--- src/rtl/config_slot_loader_if.sv ---
// SPI flash pins plus the outgoing configuration word stream of the slot loader.
interface config_slot_loader_if;
    logic        sclk;
    logic        cs_n;
    logic        mosi;
    logic        miso;
    logic [31:0] cfg_data;
    logic        cfg_valid;
    logic        cfg_ready;

    modport master (
        output sclk, cs_n, mosi, cfg_data, cfg_valid,
        input  miso, cfg_ready
    );

    modport slave (
        input  sclk, cs_n, mosi, cfg_data, cfg_valid,
        output miso, cfg_ready
    );
endinterface

--- src/rtl/config_slot_loader.sv ---
// Reads a slot bitstream from SPI flash (read cmd 0x03, header, payload words) and streams
// the payload as 32-bit configuration words with a valid/ready handshake.
module config_slot_loader #(
    parameter int unsigned CLK_DIV    = 2,
    parameter int unsigned SLOT_SHIFT = 16,
    parameter logic [15:0] MAGIC      = 16'hFAB5
) (
    input  logic                        i_clk,
    input  logic                        i_rst,
    input  logic                        i_mode,
    input  logic                        i_trigger,
    input  logic [3:0]                  i_slot,
    config_slot_loader_if.master        io_bus,
    output logic                        o_busy,
    output logic                        o_configured,
    output logic                        o_error
);
    localparam int unsigned DivW = (CLK_DIV > 1) ? $clog2(CLK_DIV) : 1;
    localparam logic [DivW-1:0] DivLast = DivW'(CLK_DIV - 1);

    typedef enum logic [2:0] {StIdle, StCmd, StHdr, StData, StPush, StDone, StErr} state_e;

    state_e            r_state, w_state;
    logic              r_trig_q;
    logic [DivW-1:0]   r_div, w_div;
    logic              r_sclk, w_sclk;
    logic [5:0]        r_bit, w_bit;
    logic [31:0]       r_tx, w_tx;
    logic [31:0]       r_rx, w_rx;
    logic [15:0]       r_cnt, w_cnt;
    logic              r_cs_n, w_cs_n;
    logic              r_mosi, w_mosi;
    logic [31:0]       r_cfg_data, w_cfg_data;
    logic              r_cfg_valid, w_cfg_valid;
    logic              r_busy, w_busy;
    logic              r_configured, w_configured;
    logic              r_error, w_error;

    logic [23:0]       w_addr;
    logic [31:0]       w_cmd;
    logic [31:0]       w_rx_shift;
    logic              w_start, w_shifting, w_half_end, w_rise, w_fall;

    assign w_addr     = {20'd0, i_slot} << SLOT_SHIFT;
    assign w_cmd      = {8'h03, w_addr};
    assign w_rx_shift = {r_rx[30:0], io_bus.miso};
    assign w_start    = i_trigger && !r_trig_q && (r_state == StIdle) && i_mode;
    assign w_shifting = (r_state == StCmd) || (r_state == StHdr) || (r_state == StData);
    assign w_half_end = (r_div == DivLast);
    assign w_rise     = w_shifting && w_half_end && !r_sclk;
    assign w_fall     = w_shifting && w_half_end && r_sclk;

    always_comb begin
        w_state      = r_state;
        w_div        = r_div;
        w_sclk       = r_sclk;
        w_bit        = r_bit;
        w_tx         = r_tx;
        w_rx         = r_rx;
        w_cnt        = r_cnt;
        w_cs_n       = r_cs_n;
        w_mosi       = r_mosi;
        w_cfg_data   = r_cfg_data;
        w_cfg_valid  = r_cfg_valid;
        w_busy       = r_busy;
        w_configured = r_configured;
        w_error      = r_error;

        // Shared SCLK generator: low half then high half, miso captured on each rise.
        if (w_shifting) begin
            w_div = w_half_end ? '0 : r_div + 1'b1;
            if (w_half_end) w_sclk = ~r_sclk;
            if (w_rise) begin
                w_rx  = w_rx_shift;
                w_bit = r_bit + 6'd1;
            end
        end

        unique case (r_state)
            StIdle: begin
                if (w_start) begin
                    w_state      = StCmd;
                    w_cs_n       = 1'b0;
                    w_busy       = 1'b1;
                    w_configured = 1'b0;
                    w_error      = 1'b0;
                    w_div        = '0;
                    w_sclk       = 1'b0;
                    w_bit        = 6'd0;
                    w_rx         = 32'd0;
                    w_mosi       = w_cmd[31];
                    w_tx         = {w_cmd[30:0], 1'b0};
                end
            end
            StCmd: begin
                if (w_fall) begin
                    if (r_bit == 6'd32) begin
                        w_state = StHdr;
                        w_mosi  = 1'b0;
                        w_bit   = 6'd0;
                    end else begin
                        w_mosi = r_tx[31];
                        w_tx   = {r_tx[30:0], 1'b0};
                    end
                end
            end
            StHdr: begin
                if (w_fall && (r_bit == 6'd32)) begin
                    w_bit = 6'd0;
                    if ((r_rx[31:16] != MAGIC) || (r_rx[15:0] == 16'd0)) begin
                        w_state = StErr;
                    end else begin
                        w_cnt   = r_rx[15:0];
                        w_state = StData;
                    end
                end
            end
            StData: begin
                // The last rise of a word goes straight to PUSH; SCLK is pulled low there.
                if (w_rise && (r_bit == 6'd31)) begin
                    w_state     = StPush;
                    w_cfg_data  = w_rx_shift;
                    w_cfg_valid = 1'b1;
                    w_div       = '0;
                    w_bit       = 6'd0;
                end
            end
            StPush: begin
                w_sclk = 1'b0;
                if (io_bus.cfg_ready) begin
                    w_cfg_valid = 1'b0;
                    w_cnt       = r_cnt - 16'd1;
                    w_state     = (r_cnt == 16'd1) ? StDone : StData;
                end
            end
            StDone: begin
                w_cs_n       = 1'b1;
                w_busy       = 1'b0;
                w_configured = 1'b1;
                w_state      = StIdle;
            end
            StErr: begin
                w_cs_n  = 1'b1;
                w_busy  = 1'b0;
                w_error = 1'b1;
                w_state = StIdle;
            end
            default: w_state = StIdle;
        endcase
    end

    always_ff @(posedge i_clk) begin
        if (i_rst) begin
            r_state      <= StIdle;
            r_trig_q     <= 1'b0;
            r_div        <= '0;
            r_sclk       <= 1'b0;
            r_bit        <= 6'd0;
            r_tx         <= 32'd0;
            r_rx         <= 32'd0;
            r_cnt        <= 16'd0;
            r_cs_n       <= 1'b1;
            r_mosi       <= 1'b0;
            r_cfg_data   <= 32'd0;
            r_cfg_valid  <= 1'b0;
            r_busy       <= 1'b0;
            r_configured <= 1'b0;
            r_error      <= 1'b0;
        end else begin
            r_state      <= w_state;
            r_trig_q     <= i_trigger;
            r_div        <= w_div;
            r_sclk       <= w_sclk;
            r_bit        <= w_bit;
            r_tx         <= w_tx;
            r_rx         <= w_rx;
            r_cnt        <= w_cnt;
            r_cs_n       <= w_cs_n;
            r_mosi       <= w_mosi;
            r_cfg_data   <= w_cfg_data;
            r_cfg_valid  <= w_cfg_valid;
            r_busy       <= w_busy;
            r_configured <= w_configured;
            r_error      <= w_error;
        end
    end

    assign io_bus.sclk      = r_sclk;
    assign io_bus.cs_n      = r_cs_n;
    assign io_bus.mosi      = r_mosi;
    assign io_bus.cfg_data  = r_cfg_data;
    assign io_bus.cfg_valid = r_cfg_valid;
    assign o_busy           = r_busy;
    assign o_configured     = r_configured;
    assign o_error          = r_error;
endmodule
--- src/flat_wrapper.sv ---
// flat-port wrapper written by rule: the top's interface ports become plain ports
module config_slot_loader_flat 
#(
    parameter int unsigned CLK_DIV    = 2,
    parameter int unsigned SLOT_SHIFT = 16,
    parameter logic [15:0] MAGIC      = 16'hFAB5
)
  (i_clk, i_rst, i_mode, i_trigger, i_slot, o_busy, o_configured, o_error, io_bus_sclk, io_bus_cs_n, io_bus_mosi, io_bus_cfg_data, io_bus_cfg_valid, io_bus_miso, io_bus_cfg_ready);
  config_slot_loader_if io_bus_i ();
  input  logic i_clk;
  input  logic i_rst;
  input  logic i_mode;
  input  logic i_trigger;
  input  logic [3:0] i_slot;
  output logic o_busy;
  output logic o_configured;
  output logic o_error;
  output wire logic [$bits(io_bus_i.sclk)-1:0] io_bus_sclk;
  output wire logic [$bits(io_bus_i.cs_n)-1:0] io_bus_cs_n;
  output wire logic [$bits(io_bus_i.mosi)-1:0] io_bus_mosi;
  output wire logic [$bits(io_bus_i.cfg_data)-1:0] io_bus_cfg_data;
  output wire logic [$bits(io_bus_i.cfg_valid)-1:0] io_bus_cfg_valid;
  input wire logic [$bits(io_bus_i.miso)-1:0] io_bus_miso;
  input wire logic [$bits(io_bus_i.cfg_ready)-1:0] io_bus_cfg_ready;
  assign io_bus_sclk = io_bus_i.sclk;
  assign io_bus_cs_n = io_bus_i.cs_n;
  assign io_bus_mosi = io_bus_i.mosi;
  assign io_bus_cfg_data = io_bus_i.cfg_data;
  assign io_bus_cfg_valid = io_bus_i.cfg_valid;
  assign io_bus_i.miso = io_bus_miso;
  assign io_bus_i.cfg_ready = io_bus_cfg_ready;
  config_slot_loader #(.CLK_DIV(CLK_DIV), .SLOT_SHIFT(SLOT_SHIFT), .MAGIC(MAGIC)) u_core (.i_clk(i_clk), .i_rst(i_rst), .i_mode(i_mode), .i_trigger(i_trigger), .i_slot(i_slot), .io_bus(io_bus_i), .o_busy(o_busy), .o_configured(o_configured), .o_error(o_error));
endmodule
--- config.mk ---
export PLATFORM = sky130hd
export DESIGN_NAME = config_slot_loader_flat
export DESIGN_NICKNAME = d
export VERILOG_FILES = /design/src/rtl/config_slot_loader_if.sv /design/src/rtl/config_slot_loader.sv /design/src/flat_wrapper.sv
export SDC_FILE = /design/constraint.sdc
export NUM_CORES = 1
export LEC_CHECK = 0
export ABC_AREA = 1
export BUFFER_PORTS_ARGS = -buffer_cell sky130_fd_sc_hd__buf_2
export CAP_MARGIN = 5
export CORE_MARGIN = 2
export CORE_UTILIZATION = 55
export CTS_BUF_LIST = sky130_fd_sc_hd__clkbuf_8
export DETAILED_ROUTE_END_ITERATION = 12
export GPL_TIMING_DRIVEN = 0
export PLACE_DENSITY = 0.75
export SLEW_MARGIN = 40
export SYNTH_ARGS = -nofsm -noshare
export SYNTH_HDL_FRONTEND = slang
export SYNTH_SLANG_ARGS = --single-unit
--- constraint.sdc ---
create_clock -name i_clk -period 5.4 [get_ports i_clk]
set_input_delay 0.81 -clock i_clk [delete_from_list [all_inputs] [get_ports i_clk]]
set_output_delay 0.81 -clock i_clk [all_outputs]
set_load 0.01 [all_outputs]
# Word level (Yosys, flattened, before mapping)
# Index checks and enable logic that the tools add are counted.
# Widths: inputs -> output; s select.
# totals
register_bits,130
in_bits,10
output_inout_bits,39
word_cells,118
# op_classes
add_sub_neg,3
eq_ne,18
muxes,50
bitwise_logic,1
n_reduce_logical,31
# op_table
op,count
$mux 32,7
$pmux 32 s2,1
$mux 16,3
$mux 6,7
$pmux 16 s2,1
$mux 3,8
$pmux 6 s4,1
$eq 16x1->1 const B,1
$logic_not 16->1,1
$ne 16x16->1 const B,1
$pmux 1 s2,8
$sub 16x1->16 const B,1
$pmux 3 s5,1
$mux 1,13
$ne 2x2->1 const B,6
$reduce_bool 2->1,6
$eq 3x3->1 const B,3
$logic_and 1x1->1,8
$reduce_and 2->1,4
$reduce_and 4->1,2
$add 6x1->6 const B,1
$eq 3x2->1 const B,2
$eq 6x5->1 const B,1
$eq 6x6->1 const B,1
10 further kinds,15

# Depth between registers and ports, before layout
# Gate-level depths: netlist of the first run.
# logic_depth
depth_word,10
mapped_depth,12
mapped_depth_nobuf,12

# Least setup slack after synthesis of the first run
# No wires, ideal clock.
# synth_timing
kind,reg-to-reg
start,register u_core.r_state[1]
end,"register u_core.r_cfg_data[25], in the netlist u_core.io_bus.cfg_data[25]"
setup_ns,0.120
arrival_ns,1.695
required_time_ns,5.280
setup_slack_ns,3.585
stages_incl_launch_ff,12
path_buffers,2
period_less_slack_ns,1.815
cell_sequence,dfxtp_1 > nor2_2 > nor2_2 > ha_1 > nand2_1 > inv_1 > nand4_1 > or2_1 > buf_2 > clkinv_2 > buf_4 > a21oi_1
# synth_via
elab_chain_len,7
elab_cells_between_ends,9
classes_between,3 x eq/ne; 6 x reduce/logical
# synth_rtl
item,line_no,text
start: declaration,config_slot_loader.sv:23,"state_e r_state, w_state;"
start signal: assignment,config_slot_loader.sv:154,r_state <= StIdle;
start signal: assignment,config_slot_loader.sv:170,r_state <= w_state;
$eq 3x1->1 / $eq 3x2->1 (equally long branches),config_slot_loader.sv:48,assign w_shifting = (r_state == StCmd) || (r_state == StHdr) || (r_state == StData);
$logic_or 1x1->1 (2 in series),config_slot_loader.sv:48,
$logic_and 1x1->1 (2 in series),config_slot_loader.sv:50,assign w_rise = w_shifting && w_half_end && !r_sclk;
$logic_and 1x1->1,config_slot_loader.sv:120,if (w_rise && (r_bit == 6'd31)) begin
$reduce_and 2->1 (no source line) *,n/a,
end signal: assignment,config_slot_loader.sv:180,r_cfg_data <= w_cfg_data;
end: declaration,config_slot_loader.sv:33,"logic [31:0] r_cfg_data, w_cfg_data;"
# Every way passes the cells marked *; elsewhere a longest branch is shown, timed or not.
# A chain may end at the register's enable or synchronous reset.

# Worst setup path after layout of the first run
# layout_timing
start,register u_core.r_state[1]
end,"register u_core.r_cfg_data[12], in the netlist u_core.io_bus.cfg_data[12]"
# Same word-level chain as after synthesis.

==> run_results.csv, run 1 <==
group,metric,value,unit
pwr,total_power,2.07,mW
grt,antenna_found_initial,0,
worst_setup_path,r2r_start,"u_core.r_state[1]",
drt,via_count,4782,
synth,synthCells,710,
worst_setup_path,arrival,2.61,ns
clock_tree,cts_tree,"done",
synth,avgSynthCellArea,7.04,um^2
finish,fin_util,65.6,%
worst_setup_path,timing_worst_setup_path_type,"reg -> reg",
pwr,ir_drop,0.246,mV
finish,syn_to_final_growth,15.0,%
drt,drc,0,
clock_tree,cts_buffers,17,
synth,synthDominantCellAreaShare,45.3,%
placement,gp_congestion,0.903,
pwr,leakagePower,2.51,nW
synth,synth_top_cell_by_area,"dfxtp_1",
synth,synth_edf_count,0,
synth,yosys_warnings,0,
clock_tree,cts.clk_slew.worst_paths,0.07,ns
sta,max_slew_margin,54.9,%
clock_tree,cts-root-buf,"clkbuf_8",
synth,ys_async_sr_fraction,0,%
drt,drtIter0Drc,244,
worst_setup_path,crit_path_max_incr_delay,0.44,ns
worst_setup_path,cp-startpoint,"u_core.r_state[1]",
grt,grt_pass1_wl,21.5,mm
worst_setup_path,cp_max_fo,10,
grt,grt_pass1_vias,4492,
grt,grt_max_degree,17,
worst_setup_path,crit_path_cell_trace,"nor2_2 > nor2_2 > ha_1 > nand2_1 > inv_1 > nand4_1 > or2_1 > buf_2 > clkbuf_1 > nand2_1 > a21oi_1",
grt,grtUsageMet1,35.4,%
die,die_h,99.3,um
drt,wl_per_cell,14.4,um
sta,max_freq,442,MHz
die,coreArea,8760,um^2
die,die_w,99.3,um
clock_tree,cts_hold_buf,0,
worst_setup_path,r2r_slack,3.14,ns
die,dieArea,9860,um^2
hold_path,min_path_type,"reg -> reg",
drt,drtPass1Iterations,5,
finish,register_area,2260,um^2
finish,nNetsFinal,792,
die,ios,49,
grt,overflow,0,
sta,drv_slew,0,
clock_tree,clock_sink_count,113,
synth,synth-main-ff-cell,"dfxtp_1",
grt,grt_util_met2,44.5,%
clock_tree,htreeDepth,4,
sta,finClkSkew,0.0129,ns
worst_setup_path,rr_worst_depth,11,
synth,synth_nets,725,
clock_tree,cts-resized-gates,0,
grt,top_usage_layer,"met2",
worst_setup_path,end_kind,"flip-flop",
sta,setup-tns-final,0,ns
worst_setup_path,cpMaxStageDelayCell,"clkbuf_1",
grt,grtUsageMet3,6.61,%
pwr,powerDensity,360,nW/um^2
sta,finalCritPeriodShare,41.9,%
worst_setup_path,start_kind,"flip-flop",
synth,synth-seq-cells,113,
placement,place_hpwl,9.27,mm
sta,setup-violations-final,0,
sta,rsz0062_at_grt,"no",
clock_tree,ctsLongestPathBuffers,2,
run_status,status,"complete, no violations",
finish,final_cell_mix,"nand2_1, nor2_1, dfxtp_1",
finish,nFillCells,794,
synth,syn_area,5000,um^2
worst_setup_path,r2r_end,"u_core.io_bus.cfg_data[12]",
drt,vias_per_cell,5.33,
drt,wirelength,12.9,mm
clock_tree,cts_setup_buffers,0,
sta,final_hold_viol_count,0,
finish,antenna_cells,0,
clock_tree,clk_latency,0.43,ns
grt,grt_util_all_layers,27.4,%
sta,worst_pin_slew,0.676,ns
finish,drive_gt1_share,16.7,%
die,num_rows,34,
synth,synth.distinct_cells,31,
die,start_util,57.0,%
synth,synthTopCellsByArea,"dfxtp_1, nand2_1, nor2_1, a21oi_1, inv_1",
synth,ys_seq_area_share,45.3,%
finish,layout_commonest_cell,"nand2_1",
worst_setup_path,critPathCapture,"u_core.io_bus.cfg_data[12]",
sta,fin_crit,2.26,ns
finish,multi_input_area,2360,um^2
drt,postRouteAntennaNets,0,
run,cap_violations,0,
worst_setup_path,cp.required,5.75,ns
placement,placement.io_buffers,48,
metal layers:
metal / wire length (um) / share of wire (%) / vias to the layer above
met3: 770 / 6.0 / 24
met5: 0 / 0 / -
met2: 6060 / 47 / 165
met1: 5840 / 45 / 2185
met4: 267 / 2.1 / 0
li1: - / - / 2408
report_power, final:
part           leakage (nW)  internal, mW  switching (mW)
Combinational          1.41         0.128           0.266
Clock                 0.184         0.386           0.374
Sequential            0.912         0.876          0.0357
Total                  2.51          1.39           0.676
critical path, delay by kind of cell (launching register included):
kind            cells  cell delay [ns]
compound gates      1             0.16
fa+ha+maj           1             0.22
buf+inv             3             0.67
flops               1             0.38
simple gates        6             0.76
cells in the mapped netlist (4+ instances only):
| master | number |
|---|---|
| dfxtp_1 | 113 |
| a21oi_2 | 10 |
| xor2_1 | 5 |
| clkbuf_1 | 11 |
| nor2_1 | 124 |
| buf_2 | 13 |
| o21ai_1 | 11 |
| nand3_1 | 27 |
| nor3_1 | 23 |
| inv_1 | 41 |
| buf_6 | 4 |
| o21ai_0 | 22 |
| a211oi_1 | 18 |
| ha_1 | 5 |
| nand2_1 | 197 |
| inv_2 | 12 |
| a21oi_1 | 52 |
layout make-up:
type	instances	share of cell area (%)
Multi-Input combinational cell	512	41.0
Sequential cell	113	39.4
Clock buffer	19	4.55
Timing Repair Buffer	48	4.18
Inverter	54	3.55
Buffer	31	3.03
Tap cell	108	2.35
Clock inverter	12	1.94
logic make-up after synthesis:
| kind of cell | synth area share (%) |
|---|---|
| compound gates | 13.4 |
| xor+xnor | 1.05 |
| fa+ha+maj | 1.25 |
| buf+inv | 7.56 |
| flops | 45.3 |
| simple gates | 31.4 |
registers in the layout (all words and copies together) (netlist names), 3 cells and up:
name / cells
u_core.io_bus.cfg_data: 32
u_core.r_cnt: 16
u_core.r_bit: 6
u_core.r_rx: 32
u_core.r_state: 3
u_core.r_tx: 15
how the worst min path moves through the flow:
stage / cells after the start / from / end / slack (ns)
final: 2 / u_core.r_tx[30] / u_core.r_tx[31] / 0.46
after global routing: 2 / u_core.r_tx[30] / u_core.r_tx[31] / 0.48
after CTS: 2 / u_core.r_tx[30] / u_core.r_tx[31] / 0.46
after detailed placement: 1 / u_core.o_busy / u_core.o_busy / 0.45
after global placement: 2 / u_core.io_bus.cs_n / u_core.io_bus.cs_n / 0.44
after floorplan: 2 / u_core.r_tx[22] / u_core.r_tx[22] / 0.44
metrics by stage:
stage | hold WS (ns) | instance area [um^2] | setup slack (ns) | instances
6_report | 0.459 | 5750 | 3.14 | 897
3_3_place_gp | 0.437 | 5370 | 3.20 | 866
4_1_cts | 0.460 | 5750 | 3.14 | 897
2_1_floorplan | 0.439 | 5000 | 3.59 | 710
5_1_grt | 0.476 | 5750 | 2.95 | 897
3_5_place_dp | 0.451 | 5370 | 3.12 | 866
Power figures use the tool's default switching activity.
==> run 2: changes to the inputs <==
--- a/config.mk
+++ b/config.mk
@@ -13,7 +13,7 @@
 export CTS_BUF_LIST = sky130_fd_sc_hd__clkbuf_8
 export DETAILED_ROUTE_END_ITERATION = 12
 export GPL_TIMING_DRIVEN = 0
-export PLACE_DENSITY = 0.75
+export PLACE_DENSITY = 0.78
 export SLEW_MARGIN = 40
 export SYNTH_ARGS = -nofsm -noshare
 export SYNTH_HDL_FRONTEND = slang
==> constraint.sdc (replaced) <==
create_clock -name i_clk -period 2.04 [get_ports i_clk]
set_input_delay 0.306 -clock i_clk [delete_from_list [all_inputs] [get_ports i_clk]]
set_output_delay 0.306 -clock i_clk [all_outputs]
set_load 0.01 [all_outputs]
==> run_results.csv, run 2 (synthesized netlist as in run 1, its figures left out) <==
group,metric,value,unit
worst_setup_path,start_kind,"flip-flop",
die,dieArea,9860,um^2
pwr,total_power,5.90,mW
sta,worst_pin_slew,0.673,ns
drt,via_count,4859,
worst_setup_path,arrival,2.22,ns
placement,gp_congestion,0.880,
sta,max_slew_margin,55.1,%
grt,overflow,0,
drt,wirelength,13.0,mm
die,die_h,99.3,um
worst_setup_path,crit_path_cell_trace,"nor2_4 > inv_2 > nor3_2 > inv_1 > nand2_1 > buf_2 > nor3_1",
die,start_util,57.0,%
sta,setup-violations-final,0,
drt,postRouteAntennaNets,0,
grt,grt_util_all_layers,27.9,%
grt,antenna_found_initial,1,
die,coreArea,8760,um^2
clock_tree,clk_latency,0.44,ns
clock_tree,ctsLongestPathBuffers,2,
drt,vias_per_cell,5.41,
finish,antenna_cells,0,
finish,stdcell_area,5880,um^2
finish,layout_commonest_cell,"nand2_1",
sta,setup-tns-final,0,ns
die,num_rows,34,
placement,place_hpwl,9.24,mm
sta,finClkSkew,0.0171,ns
worst_setup_path,cpLargestDelayFamily,"simple AND/OR/NAND/NOR gates",
run_status,status,"complete, no violations",
drt,wl_per_cell,14.5,um
finish,drive_gt1_share,18.1,%
grt,grt_pass1_wl,21.9,mm
drt,drc,0,
sta,holdWs,0.0972,ns
clock_tree,clock_sink_count,113,
worst_setup_path,timing_worst_setup_path_type,"reg -> reg",
grt,grt_max_degree,17,
pwr,powerDensity,1000,nW/um^2
run,cap_violations,0,
sta,final_hold_viol_count,0,
placement,placement.io_buffers,48,
finish,syn_to_final_growth,17.6,%
pwr,leakagePower,2.57,nW
pwr,ir_drop,0.544,mV
placement,dpl_cell_area,5370,um^2
clock_tree,cts.clk_slew.worst_paths,0.07,ns
hold_path,min_path_type,"in -> reg",
grt,grt_pass1_vias,4621,
finish,nNetsFinal,792,
die,ios,49,
sta,drv_slew,0,
sta,fin_crit,1.91,ns
drt,drtIter0Drc,292,
worst_setup_path,cp_num_buf_inv,3,
finish,fin_cells,898,
worst_setup_path,crit_path_max_incr_delay,0.37,ns
clock_tree,cts_tree,"done",
worst_setup_path,cp.required,2.35,ns
clock_tree,htreeDepth,4,
worst_setup_path,end_kind,"flip-flop",
sta,finalCritPeriodShare,93.5,%
clock_tree,cts-root-buf,"clkbuf_8",
placement,dp_cells,866,
finish,final_cell_mix,"nand2_1, nor2_1, dfxtp_1",
die,die_w,99.3,um
clock_tree,cts_buffers,17,
worst_setup_path,cpMaxStageDelayCell,"dfxtp_4",
drt,drtPass1Iterations,5,
sta,max_freq,524,MHz
worst_setup_path,cp_max_fo,10,
-- run 2: cell count changes in the layout (fill, tap and decap cells not counted), moves of 3 or more --
cell	before	now
clkinv_2	4	1
clkbuf_1	11	7
clkbuf_4	0	4
bufinv_16	1	4
inv_6	1	5
buf_2	61	58
dfxtp_1	113	110
-- run 2: final cells by class --
type                       count  area (um^2)
buffer                        30          191
inverter                      54          205
timing repair buffer          49          248
fill                         766         2890
sequential                   113         2270
multi-input combinational    512         2390
tap                          108          135
clock inverter                15          205
clock buffer                  17          234
-- run 2: worst paths after layout --
check	endpoint	cells past startpoint	start	slack (ns)
setup / recovery	u_core.r_rx[5]	7	u_core.r_state[0]	0.13
hold / removal	u_core.r_trig_q	3	i_trigger	0.1
setup reg to reg	u_core.r_rx[5]	7	u_core.r_state[0]	0.13
hold reg to reg	u_core.r_tx[27]	2	u_core.r_tx[26]	0.46
-- run 2: timing repair --
action | CTS | global route
hold endpoints to repair | 0 | 0
endpoints found under the setup margin | 41 | 83
resized for setup | 5 | 21
pin swaps | 0 | 0
hold buffers | 0 | 0
buffers inserted | 0 | 1
-- run 2: layer usage --
layer / vias up / GRT usage, % / part of all wire, %
li1: 2413 / - / -
met1: 2230 / 35.3 / 44
met3: 27 / 7.73 / 7.3
met4: 0 / 9.80 / 2.0
met2: 189 / 45.9 / 47
met5: - / 0 / 0
-- run 2: power by group --
group	leakage (nW)	switching [mW]	internal (mW)	total, mW
clock network	0.219	1.01	1.35	2.36
registers	0.914	0.100	2.33	2.43
logic	1.44	0.737	0.373	1.11
-- run 2: stage by stage --
step	setup slack [ns]	utilization, %
after floorplan	0.225	-
after global placement	-0.128	61.3
after detailed placement	-0.163	61.3
after CTS	0.00717	66.4
after global routing	-0.00602	67.1
final	0.133	67.1
-- run 2: tightest hold or removal path: stages --
cell	delay [ns]
buf_2	0.10
inv_1	0.04
nor2_1	0.03
==> run 3: changes to the inputs <==
--- a/config.mk
+++ b/config.mk
@@ -14,6 +14,7 @@
 export DETAILED_ROUTE_END_ITERATION = 12
 export GPL_TIMING_DRIVEN = 0
 export PLACE_DENSITY = 0.78
+export SETUP_SLACK_MARGIN = 0.15
 export SLEW_MARGIN = 40
 export SYNTH_ARGS = -nofsm -noshare
 export SYNTH_HDL_FRONTEND = slang
==> run_results.csv, run 3 (synthesized netlist as in run 1, its figures left out) <==
group,metric,value,unit
sta,finClkSkew,0.0164,ns
pwr,p_sw,1.93,mW
placement,place_hpwl,9.24,mm
run,cap_violations,0,
worst_setup_path,crit_path_max_incr_delay,0.39,ns
finish,layout_commonest_cell,"nand2_1",
sta,final_hold_viol_count,0,
grt,antenna_found_initial,1,
die,start_util,57.0,%
pwr,comb_power_share,20.6,%
placement,dpl_cell_area,5370,um^2
sta,setup-tns-final,0,ns
hold_path,min_path_type,"in -> reg",
placement,dp_cells,866,
drt,drtIter0Drc,338,
drt,met3_wirelength,1.23,mm
finish,nNetsFinal,801,
finish,final_cell_mix,"nand2_1, nor2_1, dfxtp_1",
drt,wl_met1,5.83,mm
sta,worst_pin_slew,0.858,ns
die,ios,49,
worst_setup_path,crit_top_cell,"nor2_4",
pwr,pwr-share-clk,39.2,%
die,die_h,99.3,um
finish,stdcell_area,6230,um^2
drt,vias_per_cell,5.53,
clock_tree,clock_sink_count,113,
sta,setup-violations-final,0,
sta,finalCritPeriodShare,94.8,%
grt,grt_pass1_wl,22.0,mm
placement,gp_congestion,0.880,
pwr,power_frac_seq,40.2,%
finish,drive_gt1_share,23.9,%
worst_setup_path,end_kind,"flip-flop",
drt,via_count,5018,
sta,max_slew_margin,42.8,%
worst_setup_path,cp.required,2.34,ns
drt,wirelength,14.1,mm
sta,max_freq,517,MHz
drt,postRouteAntennaNets,0,
sta,holdWs,0.0903,ns
drt,highest_layer,"met4",
die,num_rows,34,
grt,grt_max_degree,17,
worst_setup_path,cpMaxStageDelayCell,"dfxtp_4",
worst_setup_path,arrival,2.24,ns
drt,drc,0,
worst_setup_path,start_kind,"flip-flop",
clock_tree,cts_tree,"done",
die,dieArea,9860,um^2
finish,antenna_cells,0,
pwr,swShare,31.9,%
clock_tree,cts_buffers,17,
sta,drv_slew,0,
drt,met2_length,6.54,mm
worst_setup_path,cp_max_fo,10,
run_status,status,"complete, no violations",
sta,fin_crit,1.93,ns
pwr,ir_drop,0.582,mV
placement,placement.io_buffers,48,
pwr,intPower,4.11,mW
grt,grt_pass1_vias,4636,
grt,grt_util_all_layers,27.9,%
pwr,powerDensity,969,nW/um^2
drt,wl_per_cell,15.5,um
die,die_w,99.3,um
worst_setup_path,crit_path_cell_trace,"nor2_4 > nor2_4 > ha_4 > nand2_2 > inv_2 > nand4_1 > or2_1 > buf_6 > clkbuf_4 > nand2_1 > a21oi_2",
finish,fin_cells,907,
clock_tree,cts-root-buf,"clkbuf_8",
sta,rsz0062_at_grt,"yes",
drt,drtPass1Iterations,6,
clock_tree,clk_latency,0.44,ns
grt,overflow,0,
finish,syn_to_final_growth,24.7,%
clock_tree,ctsLongestPathBuffers,2,
clock_tree,cts.clk_slew.worst_paths,0.08,ns
worst_setup_path,timing_worst_setup_path_type,"reg -> reg",
clock_tree,htreeDepth,4,
die,coreArea,8760,um^2
pwr,leakagePower,2.73,nW
run 3: metrics by stage:
stage	worst slack, ns	utilization (%)	total power, mW
CTS	0.151	66.8	5.86
floorplan	0.225	-	3.24
global route	0.0326	71.1	6.29
detailed placement	-0.163	61.3	3.48
global placement	-0.128	61.3	3.45
finish	0.106	71.1	6.04
run 3: layout make-up:
type | count | area [um^2]
multi-input cells | 512 | 2570
fillers | 691 | 2530
flip-flops and latches | 113 | 2270
repair buffers | 56 | 357
clock buffers | 17 | 234
plain buffers | 31 | 233
inverters | 54 | 215
clock inverters | 15 | 205
well taps | 108 | 135
repair inverters | 1 | 8.76
run 3: final timing paths:
kind                                          from                    endpoint  slack [ns]  cells after the start
worst max-delay path             u_core.r_state[0]  u_core.io_bus.cfg_data[31]        0.11                     11
worst max register to register   u_core.r_state[0]  u_core.io_bus.cfg_data[31]        0.11                     11
worst min register to register  u_core.io_bus.cs_n          u_core.io_bus.cs_n        0.46                      2
worst min-delay path                     i_trigger             u_core.r_trig_q        0.09                      3
run 3: per-layer routing:
| layer | track usage [%] | vias to the layer above |
|---|---|---|
| li1 | - | 2434 |
| met5 | 0 | - |
| met4 | 10.3 | 0 |
| met3 | 7.80 | 45 |
| met2 | 45.8 | 227 |
| met1 | 35.3 | 2312 |
run 3: critical path, delay by kind of cell, from the launching register on:
kind,cells,cell delay (ns)
AND/OR/NAND/NOR,6,0.78
buffers and inverters,3,0.42
flip-flops,1,0.39
adder cells (fa/ha/maj),1,0.15
AO/OA/AOI/OAI,1,0.07
run 3: timing repair:
| item | 4_1_cts | 5_1_grt |
|---|---|---|
| endpoints found under the setup margin | 86 | 97 |
| hold buffers | 0 | 0 |
| resized for setup | 14 | 79 |
| hold endpoints to repair | 0 | 0 |
| pin swaps | 0 | 16 |
| buffers inserted | 1 | 3 |
| gates cloned | 0 | 5 |
run 3: power by group through the flow:
| stage | clock network, mW | registers [mW] | logic (mW) |
|---|---|---|---|
| after floorplan | 0 | 2.44 | 0.802 |
| after global routing | 2.47 | 2.44 | 1.38 |
| after CTS | 2.37 | 2.42 | 1.08 |
| after global placement | 0 | 2.45 | 0.997 |
| final | 2.37 | 2.43 | 1.24 |
| after detailed placement | 0 | 2.46 | 1.02 |
